$ cat src/rtl/lane_loader_pkg.sv
// Shared types and helpers for the lane loader: FSM state encoding and the
// element-index to lane/slot split used on the write side.
package lane_loader_pkg;

    typedef enum logic {
        LOAD,
        FULL
    } ll_state_t;

    typedef struct packed {
        int unsigned lane;
        int unsigned slot;
    } ll_split_t;

    // Element k of a load goes to lane k mod lanes, slot k div lanes.
    function automatic ll_split_t ll_split(input int unsigned idx, input int unsigned lanes);
        ll_split_t r;
        r.lane = idx % lanes;
        r.slot = idx / lanes;
        return r;
    endfunction

endpackage

$ cat src/rtl/lane_buffer.sv
// One lane of storage: DEPTH x DATA_W register array, single write port,
// asynchronous read port addressed by the replay pointer.
module lane_buffer
    import lane_loader_pkg::*;
#(
    parameter int unsigned DATA_W = 8,
    parameter int unsigned DEPTH  = 8,
    parameter int unsigned SLOT_W = $clog2(DEPTH)
) (
    input  logic              clk,
    input  logic              reset_n,
    input  logic              wr_en,
    input  logic [SLOT_W-1:0] wr_slot,
    input  logic [DATA_W-1:0] wr_data,
    input  logic [SLOT_W-1:0] rd_slot,
    output logic [DATA_W-1:0] rd_data
);

    logic [DATA_W-1:0] mem [DEPTH];

    // Storage: zeroed by reset only; later loads simply overwrite.
    always_ff @(posedge clk or negedge reset_n) begin
        if (!reset_n) begin
            for (int unsigned s = 0; s < DEPTH; s++) begin
                mem[s] <= '0;
            end
        end else if (wr_en) begin
            mem[wr_slot] <= wr_data;
        end
    end

    assign rd_data = mem[rd_slot];

endmodule

$ cat src/rtl/lane_loader.sv
// Serial-to-lane loader: fills LANES lane buffers round-robin from a
// valid/ready byte stream, then replays one column per read request in
// rotate (reuse) or consume (free for next load) mode.
module lane_loader
    import lane_loader_pkg::*;
#(
    parameter int unsigned DATA_W = 8,
    parameter int unsigned LANES  = 4,
    parameter int unsigned DEPTH  = 8
) (
    input  logic                    clk,
    input  logic                    reset_n,
    input  logic                    clear,
    input  logic [DATA_W-1:0]       in_data,
    input  logic                    in_valid,
    output logic                    in_ready,
    input  logic                    rd_req,
    input  logic                    rd_mode,
    output logic [LANES*DATA_W-1:0] rd_data,
    output logic                    rd_valid,
    output logic                    load_done,
    output logic                    full,
    output logic                    overflow
);

    localparam int unsigned TOTAL = LANES * DEPTH;
    localparam int unsigned CNT_W = $clog2(TOTAL);
    localparam int unsigned PTR_W = $clog2(DEPTH);

    ll_state_t               state;
    logic [CNT_W-1:0]        wr_cnt;
    logic [PTR_W-1:0]        rd_ptr;
    logic                    load_accept;
    ll_split_t               split;
    logic [PTR_W-1:0]        wr_slot;
    logic [LANES-1:0]        wr_en;
    logic [DATA_W-1:0]       lane_out [LANES];
    logic [LANES*DATA_W-1:0] column;

    assign in_ready    = (state == LOAD);
    assign load_accept = (state == LOAD) && in_valid && !clear;

    // Decode the write counter into a target lane and slot.
    always_comb begin
        split   = ll_split(32'(wr_cnt), LANES);
        wr_slot = PTR_W'(split.slot);
        wr_en   = '0;
        for (int unsigned i = 0; i < LANES; i++) begin
            wr_en[i] = load_accept && (split.lane == i);
        end
    end

    for (genvar g = 0; g < LANES; g++) begin : g_lane
        lane_buffer #(
            .DATA_W (DATA_W),
            .DEPTH  (DEPTH),
            .SLOT_W (PTR_W)
        ) u_lane (
            .clk     (clk),
            .reset_n (reset_n),
            .wr_en   (wr_en[g]),
            .wr_slot (wr_slot),
            .wr_data (in_data),
            .rd_slot (rd_ptr),
            .rd_data (lane_out[g])
        );
        assign column[g*DATA_W +: DATA_W] = lane_out[g];
    end

    // Load/serve FSM with counters, sticky overflow and registered outputs.
    always_ff @(posedge clk or negedge reset_n) begin
        if (!reset_n) begin
            state     <= LOAD;
            wr_cnt    <= '0;
            rd_ptr    <= '0;
            full      <= 1'b0;
            overflow  <= 1'b0;
            load_done <= 1'b0;
            rd_valid  <= 1'b0;
            rd_data   <= '0;
        end else begin
            load_done <= 1'b0;
            rd_valid  <= 1'b0;
            if (clear) begin
                state    <= LOAD;
                wr_cnt   <= '0;
                rd_ptr   <= '0;
                full     <= 1'b0;
                overflow <= 1'b0;
            end else begin
                case (state)
                    LOAD: begin
                        if (in_valid) begin
                            if (wr_cnt == CNT_W'(TOTAL - 1)) begin
                                wr_cnt    <= '0;
                                state     <= FULL;
                                full      <= 1'b1;
                                load_done <= 1'b1;
                            end else begin
                                wr_cnt <= wr_cnt + 1'b1;
                            end
                        end
                    end
                    FULL: begin
                        if (in_valid) begin
                            overflow <= 1'b1;
                        end
                        if (rd_req) begin
                            rd_valid <= 1'b1;
                            rd_data  <= column;
                            if (rd_ptr == PTR_W'(DEPTH - 1)) begin
                                rd_ptr <= '0;
                                if (rd_mode) begin
                                    state <= LOAD;
                                    full  <= 1'b0;
                                end
                            end else begin
                                rd_ptr <= rd_ptr + 1'b1;
                            end
                        end
                    end
                    default: begin
                        state <= LOAD;
                    end
                endcase
            end
        end
    end

endmodule

$ cat config.mk
export PLATFORM = sky130hd
export DESIGN_NAME = lane_loader
export DESIGN_NICKNAME = d
export VERILOG_FILES = /design/src/rtl/lane_loader_pkg.sv /design/src/rtl/lane_buffer.sv /design/src/rtl/lane_loader.sv
export SDC_FILE = /design/constraint.sdc
export NUM_CORES = 1
export LEC_CHECK = 0
export BUFFER_PORTS_ARGS = -buffer_cell sky130_fd_sc_hd__buf_2
export CAP_MARGIN = 20
export CORE_UTILIZATION = 60
export DETAILED_ROUTE_END_ITERATION = 16
export PLACE_DENSITY_LB_ADDON = 0.3
export SLEW_MARGIN = 0
export SYNTH_ARGS = -nofsm -noshare
export SYNTH_HDL_FRONTEND = slang
export SYNTH_SLANG_ARGS = --single-unit
$ cat constraint.sdc
create_clock -name clk -period 4.9 [get_ports clk]
set_clock_uncertainty 0.1 [all_clocks]
set_input_delay 0.98 -clock clk [delete_from_list [all_inputs] [get_ports clk]]
set_output_delay 0.98 -clock clk [all_outputs]
set_load 0.05 [all_outputs]
**After elaboration in Yosys (flattened, before gate mapping)**

Cells that the tools add are included.

- Register bits: 301
- Output and inout port bits: 37

- Add/sub/neg operators: 2
- Magnitude comparators: 3
- Eq/ne operators: 11
- Multiplexer cells: 48
- Bitwise logic cells: 4
- Reduce and logical (&&, ||, !) cells: 17

Operator list:

| kind | number |
|---|---|
| bitwise mux 64 bit | 4 |
| binary-select mux 8 bit (select 3 bit) | 4 |
| 2-to-1 mux 8 bit | 9 |
| zero test 32 bit | 1 |
| demux 8 bit (select 3 bit) | 1 |
| 2-to-1 mux 1 bit | 20 |
| 2-to-1 mux 5 bit | 4 |
| 2-to-1 mux 3 bit | 4 |
| != test 3 bit (second input constant) | 3 |
| >= comparator 4 bit (second input constant) | 2 |
| NOT 3 -> 4 bit | 2 |
| logical AND 1 bit | 7 |
| != test 3 x 2 -> 1 bit (second input constant) | 2 |
| AND reduction 2 bit | 3 |
| nonzero test 2 bit | 3 |
| adder 5 x 1 -> 5 bit (second input constant) | 1 |
| == test 5 bit (second input constant) | 1 |
| AND reduction 5 bit | 1 |
| == test 2 bit (second input constant) | 2 |
| less-than comparator 4 x 1 -> 1 bit (second input constant) | 1 |
| case mux 1 bit (2 select lines) | 2 |
| adder 3 x 1 -> 3 bit (second input constant) | 1 |
| == test 3 bit (second input constant) | 1 |
| AND reduction 3 bit | 1 |
| 4 further kinds | 5 |

**Depth between registers and ports, before layout**

Gate-level depths: netlist of run 1.

- Depth in word-level cells: 6
- Depth in mapped cells: 6
- Gate-level depth less buffers: 6

**Cells and area by module**

Synthesis of run 1 repeated with hierarchy kept, for this count alone.

- Cells, all modules: 823
- Area total of the unflattened synthesis: 13854.5 µm²

By module, submodules not included:

| module | times used | cells each | area each (µm²) | sequential area each (µm²) |
|---|---|---|---|---|
| lane_buffer | 4 | 172 | 2992.9 | 1601.5 |
| lane_loader | 1 | 135 | 1883.1 | 1126.1 |

**Least setup slack after synthesis of run 1**

OpenSTA, ideal clock, no wires.

- Path type: input to register
- Start point: in clear
- End point: reg g_lane[1].u_lane.mem[48] (netlist bit)
- Data arrival time: 2017 ps
- Data required time: 4675 ps
- Path slack: 2658 ps
- Cell stages on the path: 5
- Cell sequence: buf_2 > and4bb_2 > buf_2 > nand2_2 > mux2_4

- Word-level cells in the longest chain between the ends: 3

Ends and longest elaborated chain:

| item | RTL line | RTL |
|---|---|---|
| from (decl) | lane_loader.sv:13 | `input logic clear,` |
| zero test 1 bit | lane_loader.sv:41 | `assign load_accept = (state == LOAD) && in_valid && !clear;` |
| logical AND 1 bit | lane_loader.sv:41 |  |
| logical AND 1 bit | lane_loader.sv:49 | `wr_en[i] = load_accept && (split.lane == i);` |
| to (signal, indexed assignment) | lane_buffer.sv:28 | `mem[wr_slot] <= wr_data;` |
| to (decl) | lane_buffer.sv:19 | `logic [DATA_W-1:0] mem [DEPTH];` |

Every way passes these cells.
A chain may end at the register's enable or synchronous reset.

**Final worst setup path of run 1**

- Start point: reg state
- End point: out in_ready

- Word-level cells in the longest chain between the ends: 1

Ends and longest elaborated chain:

| item | RTL line | RTL |
|---|---|---|
| from (decl) | lane_loader.sv:30 | `ll_state_t state;` |
| from (signal assigned) | lane_loader.sv:73 | `state <= LOAD;` |
| from (signal assigned) | lane_loader.sv:85 | `state <= LOAD;` |
| from (signal assigned) | lane_loader.sv:96 | `state <= FULL;` |
| NOT 1 bit | n/a |  |
| to (decl) | lane_loader.sv:16 | `output logic in_ready,` |

Every way passes these cells.

==> metrics.txt, run 1 <==
Clk pwr share 41.8%; Die Height 154.5 um; P_int 3975 uW; nets 1028; multi-input logic area 0.005957 sq mm; fillcell total 1612; RR Endpoint rd_data[9]; per-cell routed wire length 22.09 um; synth-to-layout area growth 8.681%; Total GRT Usage 25.43%; R2R cell count 4; Vias 8104; CP max FO 17; Final Routed Wirelength 28.98 mm; insertion delay to the later sink of the worst-skew pair 0.55 ns; top cell type by total area after synthesis dfrtp_1; CP cell instances inv_1, buf_2; slack of the critical path 2.165 ns; DRT iter0 DRCs 453; DRT antenna net count 0; Slew HR 34.94%; H-tree depth 1; Initial Util 61.44%; initial antenna violation count 0; Worst Tran Pin Value 0.9759 ns; Hold Path Depth 2; Netlist cell types 45; Syn Std Cell Area 0.01395 sq mm; status finished clean; PortBufs 50; Synth Instances 989; Tightest Hold Check Type reg2reg; Inserted Diodes 0; core footprint 0.02271 sq mm; Post-Syn Area per Cell 14.11 sq um; chip width 154.5 um; Crit Path Class reg2out; clk slew on worst S/H paths 0.06 ns; layout cell share with drive strength beyond 1 44.50%; Root Driver clkbuf_16; Worst EP required 3.82 ns; Synth warnings 0; Top FF cell, synth dfrtp_1; Worst path slowest cell dfrtp_1; die footprint 0.02387 sq mm; worst flop-to-flop path startpoint rd_ptr[0]; gpl congestion 0.7824; TritonCTS clock tree built; clk buf depth 3; Overflow after GRT 0; Slew Limit Fails 0; top post-synthesis cells by count dfrtp_1 (301), mux2_2 (301), mux2i_1 (67); post-cts resize count 0; Hold EP rd_data[26]; DP Worst Slack 2.093 ns; power per standard cell area 338.2 mW/mm^2; global-route wire length before repair 47.42 mm; Final Hold Fails 0; max-cap viol count 0; Final TNS setup 0 ns; post-synth top area share 53.99%; post-route clock period utilization 55.82%; drt first pass iters 4; Rows 55; startpoint class of the critical path register; Reg2Reg Setup Slack 2.46 ns; Final setup viols 0; Max Fclk 0.3656 GHz; P_sw 1152 uW; largest net degree at the start of global routing 113; crit-path max cell delay 0.73 ns; Async SR Flop Fraction 100.0%; switching portion of total power 22.47%; Post-CTS Setup Inserts 0; residual DRC count 0; Net Count, Synth 1010; Fin Hold WS 0.3763 ns; Arrival @ worst endpoint 1.66 ns; Flop pwr share 51.2%; Clock Sinks 301; EDFF count, synth 0; Leak Pwr 0.007493 uW; Post-CTS Hold Buffers 0; io pins 51; post-layout min period 2.735 ns; register area 0.007536 sq mm; Final HPWL DP 17.77 mm; Avg Vias per Cell 6.177; Max VDD drop 0.0002675 V; CP endpoint kind primary output; #FFs+latches synth 301; Hold Crit Start rd_data[26]; vias in the first global route 8500; Synth area leaders dfrtp_1 (54%), mux2_2 (24%), mux2i_1 (4.8%), a22o_1 (2.0%), o31ai_1 (1.7%); CTS Buf Count 31; RSZ-0062 raised after global routing no; Logic pwr share 7.0%; sequential share of the synthesized area 53.99%
per-layer routing:
metal  routed length, um  vias up  track usage [%]
li1                    -     3666                -
met1               13410     4284            35.82
met2               14080      114            42.17
met3                 988       40            3.362
met4                 501        0            6.035
met5                   0        -                0
layout make-up:
class                           count  area share, %
Sequential cell                   301          49.70
Multi-Input combinational cell    609          39.29
Clock buffer                       49          5.892
Timing Repair Buffer               60          2.541
Tap cell                          285          2.352
Clock inverter                      4         0.1320
Inverter                            4        0.09902
cells in the final DEF (no fill, tap or decap), drive strengths merged, types with 5 or more instances in the layout:
cell type | netlist | layout
ha | 7 | 7
dfrtp | 301 | 301
clkbuf | 38 | 49
a21oi | 7 | 7
nand3 | 5 | 5
mux2 | 320 | 320
o22ai | 32 | 32
nand2 | 53 | 53
nor2 | 25 | 25
a22o | 32 | 32
buf | 29 | 60
o31ai | 32 | 32
mux2i | 67 | 67
critical path: cells and delay by family (launching register included):
family	cells	cell delay [ns]
DFF	1	0.73
buffers and inverters	2	0.37
per-stage QoR:
stage / std cells / utilization, % / area [sq um] / power, uW
3_3_place_gp: 1259 / 62.75 / 14250 / 3012
3_5_place_dp: 1259 / 62.75 / 14250 / 3028
5_1_grt: 1312 / 66.77 / 15160 / 5316
4_1_cts: 1312 / 66.77 / 15160 / 5171
6_report: 1312 / 66.77 / 15160 / 5128
2_1_floorplan: 989 / - / 13950 / 2897
sequential cells by signal, indices dropped and copies added, names as in the netlist:
| register | count |
|---|---|
| full | 1 |
| g_lane.u_lane.mem | 256 |
| load_done | 1 |
| overflow | 1 |
| rd_data | 32 |
| rd_ptr | 3 |
| rd_valid | 1 |
| state | 1 |
| wr_cnt | 5 |
cells by family (layout without fill, tap and decap cells):
logic type	Yosys count	in the layout	share of synthesized area [%]
AOI/OAI and AO/OA	107	107	5.596
and+or+nand+nor	107	107	5.524
muxes	387	387	30.85
adders and majority gates	7	7	0.6277
DFF	301	301	53.99
buffers and inverters	79	117	3.354
xor gates and xnor gates	1	1	0.06279
power groups by stage:
stage               Combinational (uW)  Clock (uW)  Sequential, uW
floorplan                          241           0            2660
global placement                   349           0            2660
detailed placement                 360           0            2670
CTS                                363        2190            2620
global route                       397        2280            2630
finish                             359        2140            2620
worst max-delay path by stage:
stage	from	to	slack (ns)	cells past startpoint
6_report	state	in_ready	2.16	2
5_1_grt	state	in_ready	2.14	2
4_1_cts	state	in_ready	2.20	2
3_5_place_dp	clear	g_lane[3].u_lane.mem[14]	2.09	4
3_3_place_gp	clear	g_lane[1].u_lane.mem[14]	2.15	4
2_1_floorplan	clear	g_lane[1].u_lane.mem[48]	2.66	5
Note: power is estimated with default switching activity, not from simulation.
==> inputs of run 2 (changes only) <==
==> constraint.sdc (replaced) <==
create_clock -name clk -period 2.6 [get_ports clk]
set_clock_uncertainty 0.1 [all_clocks]
set_input_delay 0.52 -clock clk [delete_from_list [all_inputs] [get_ports clk]]
set_output_delay 0.52 -clock clk [all_outputs]
set_load 0.05 [all_outputs]
==> run 2 against run 1 <==
Effect of this change:
- global-route usage is 1.4 points higher
- final cell count increased by 0.76%
- combinational power rose by 92%
- core utilization is 0.92 points higher
- setup slack got worse by 1.8 ns
- critical path depth unchanged
- sequential power grew 89%
- worst hold slack got worse by 0.19 ns
==> metrics.txt, run 2 (synthesis gave the netlist of run 1 again) <==
Slew Limit Fails 0 (unchanged); Die Height 154.5 um (unchanged); Final Hold Fails 0 (unchanged); Arrival @ worst endpoint 1.63 ns (was 1.66 ns); most frequent cells in the layout mux2_2 (301), dfrtp_1 (300), mux2i_1 (67) (unchanged); Pwr Total 10110 uW (was 5128 uW); H-tree depth 1 (unchanged); status finished clean (unchanged); PortBufs 50 (unchanged); Avg Vias per Cell 6.204 (was 6.177); post-route clock period utilization 86.35%; global-route wire length before repair 49.45 mm (was 47.42 mm); per-cell routed wire length 23.14 um (was 22.09 um); Crit Path Class reg2out (unchanged); Initial Util 61.44% (unchanged); commonest non-fill, non-tap cell in the layout mux2_2 (unchanged); io pins 51 (unchanged); Slew HR 51.20% (was 34.94%); Final TNS setup 0 ns (unchanged); Total GRT Usage 26.84% (was 25.43%); Max Fclk 0.4454 GHz; clk buf depth 3 (unchanged); residual DRC count 0 (unchanged); insertion delay to the later sink of the worst-skew pair 0.56 ns (was 0.55 ns); Final Routed Wirelength 30.59 mm (was 28.98 mm); die footprint 0.02387 sq mm (unchanged); Top reg by flops g_lane.u_lane.mem (unchanged); Inserted Diodes 0 (unchanged); Worst EP required 1.98 ns (was 3.82 ns); Final HPWL DP 18.20 mm (was 17.77 mm); initial antenna violation count 0 (unchanged); Post-CTS Setup Inserts 0 (unchanged); largest registers g_lane.u_lane.mem x256, rd_data x32, wr_cnt x5 (unchanged); Rows 55 (unchanged); chip width 154.5 um (unchanged); R2R cell count 3 (was 4); CP endpoint kind primary output (unchanged); layout cell share with drive strength beyond 1 45.32% (was 44.50%); Hold Crit Start rd_req (was rd_data[26]); startpoint class of the critical path register (unchanged); Max VDD drop 0.0005322 V (was 0.0002675 V); Worst Tran Pin Value 0.7321 ns (was 0.9759 ns); synth-to-layout area growth 10.18% (was 8.681%); clk slew on worst S/H paths 0.06 ns (about the same); power per standard cell area 657.5 mW/mm^2 (was 338.2 mW/mm^2); post-cts resize count 0 (unchanged); drt first pass iters 4 (unchanged); Clock Sinks 301 (unchanged); Overflow after GRT 0 (unchanged); CTS Buf Count 31 (unchanged); core footprint 0.02271 sq mm (unchanged); Hold Path Depth 3 (was 2); Fin Hold WS 0.1822 ns (was 0.3763 ns); Vias 8202 (was 8104); Tightest Hold Check Type in2reg (was reg2reg); gpl congestion 0.7355 (was 0.7824); Root Driver clkbuf_16 (unchanged); Hold EP rd_ptr[2] (was rd_data[26]); Leak Pwr 0.007600 uW (was 0.007493 uW); Reg2Reg Setup Slack 0.36 ns (was 2.46 ns); TritonCTS clock tree built (unchanged); largest net degree at the start of global routing 76 (was 113); DRT antenna net count 0 (unchanged); nets 1035 (was 1028); worst flop-to-flop path startpoint state (was rd_ptr[0]); RR Endpoint g_lane[1].u_lane.mem[22] (was rd_data[9]); max FFs per register 256 (unchanged); vias in the first global route 8605 (was 8500); max-cap viol count 0 (unchanged); Final setup viols 0 (unchanged); RSZ-0062 raised after global routing no (unchanged); DRT iter0 DRCs 517 (was 453); CP max FO 17 (unchanged); post-layout min period 2.245 ns
## run 2: area by class of cell
class / instances / area, sq um
flip-flops and latches: 301 / 7536
fillers: 1586 / 7337
multi-input cells: 609 / 5957
clock buffers: 47 / 905.9
repair buffers: 67 / 478.0
well taps: 285 / 356.6
clock inverters: 9 / 123.9
inverters: 4 / 15.01
## run 2: timing repair
action,CTS,global route
endpoints found under the setup margin,0,0
hold buffers,1,0
hold endpoints to repair,53,0
## run 2: routing by layer
layer / vias to the layer above / wire length, um / track usage [%]
li1: 3661 / - / -
met1: 4321 / 13790 / 38.51
met2: 153 / 14700 / 43.31
met3: 67 / 1197 / 2.970
met4: 0 / 899 / 8.345
met5: - / 0 / 0
## run 2: worst max-delay path by stage
| stage | startpoint | slack [ns] | depth (start not counted) | end |
|---|---|---|---|---|
| 2_1_floorplan | wr_cnt[0] | 0.77 | 5 | wr_cnt[3] |
| 3_3_place_gp | clear | 0.29 | 4 | g_lane[1].u_lane.mem[14] |
| 3_5_place_dp | clear | 0.26 | 4 | g_lane[1].u_lane.mem[14] |
| 4_1_cts | state | 0.33 | 2 | in_ready |
| 5_1_grt | state | 0.24 | 3 | g_lane[1].u_lane.mem[14] |
| 6_report | state | 0.35 | 2 | in_ready |
## run 2: per-stage QoR
stage	worst slack, ns	cell area (sq um)	std cells	util (%)
global placement	0.2924	14330	1265	63.11
CTS	0.3308	15370	1322	67.69
global route	0.2366	15370	1322	67.69
floorplan	0.7677	13950	989	-
detailed placement	0.2582	14330	1265	63.11
finish	0.3549	15370	1322	67.69
## run 2: where the power goes
part           total [uW]  internal, uW  switching, uW
Clock                4470          2680           1790
Combinational         690           315            376
Sequential           4950          4860           86.0
Total               10100          7860           2250
## run 2: worst max-delay path, cell delays in order (launching register included)
cell and delay, ns:
dfrtp_1 0.71, inv_1 0.12, buf_2 0.24
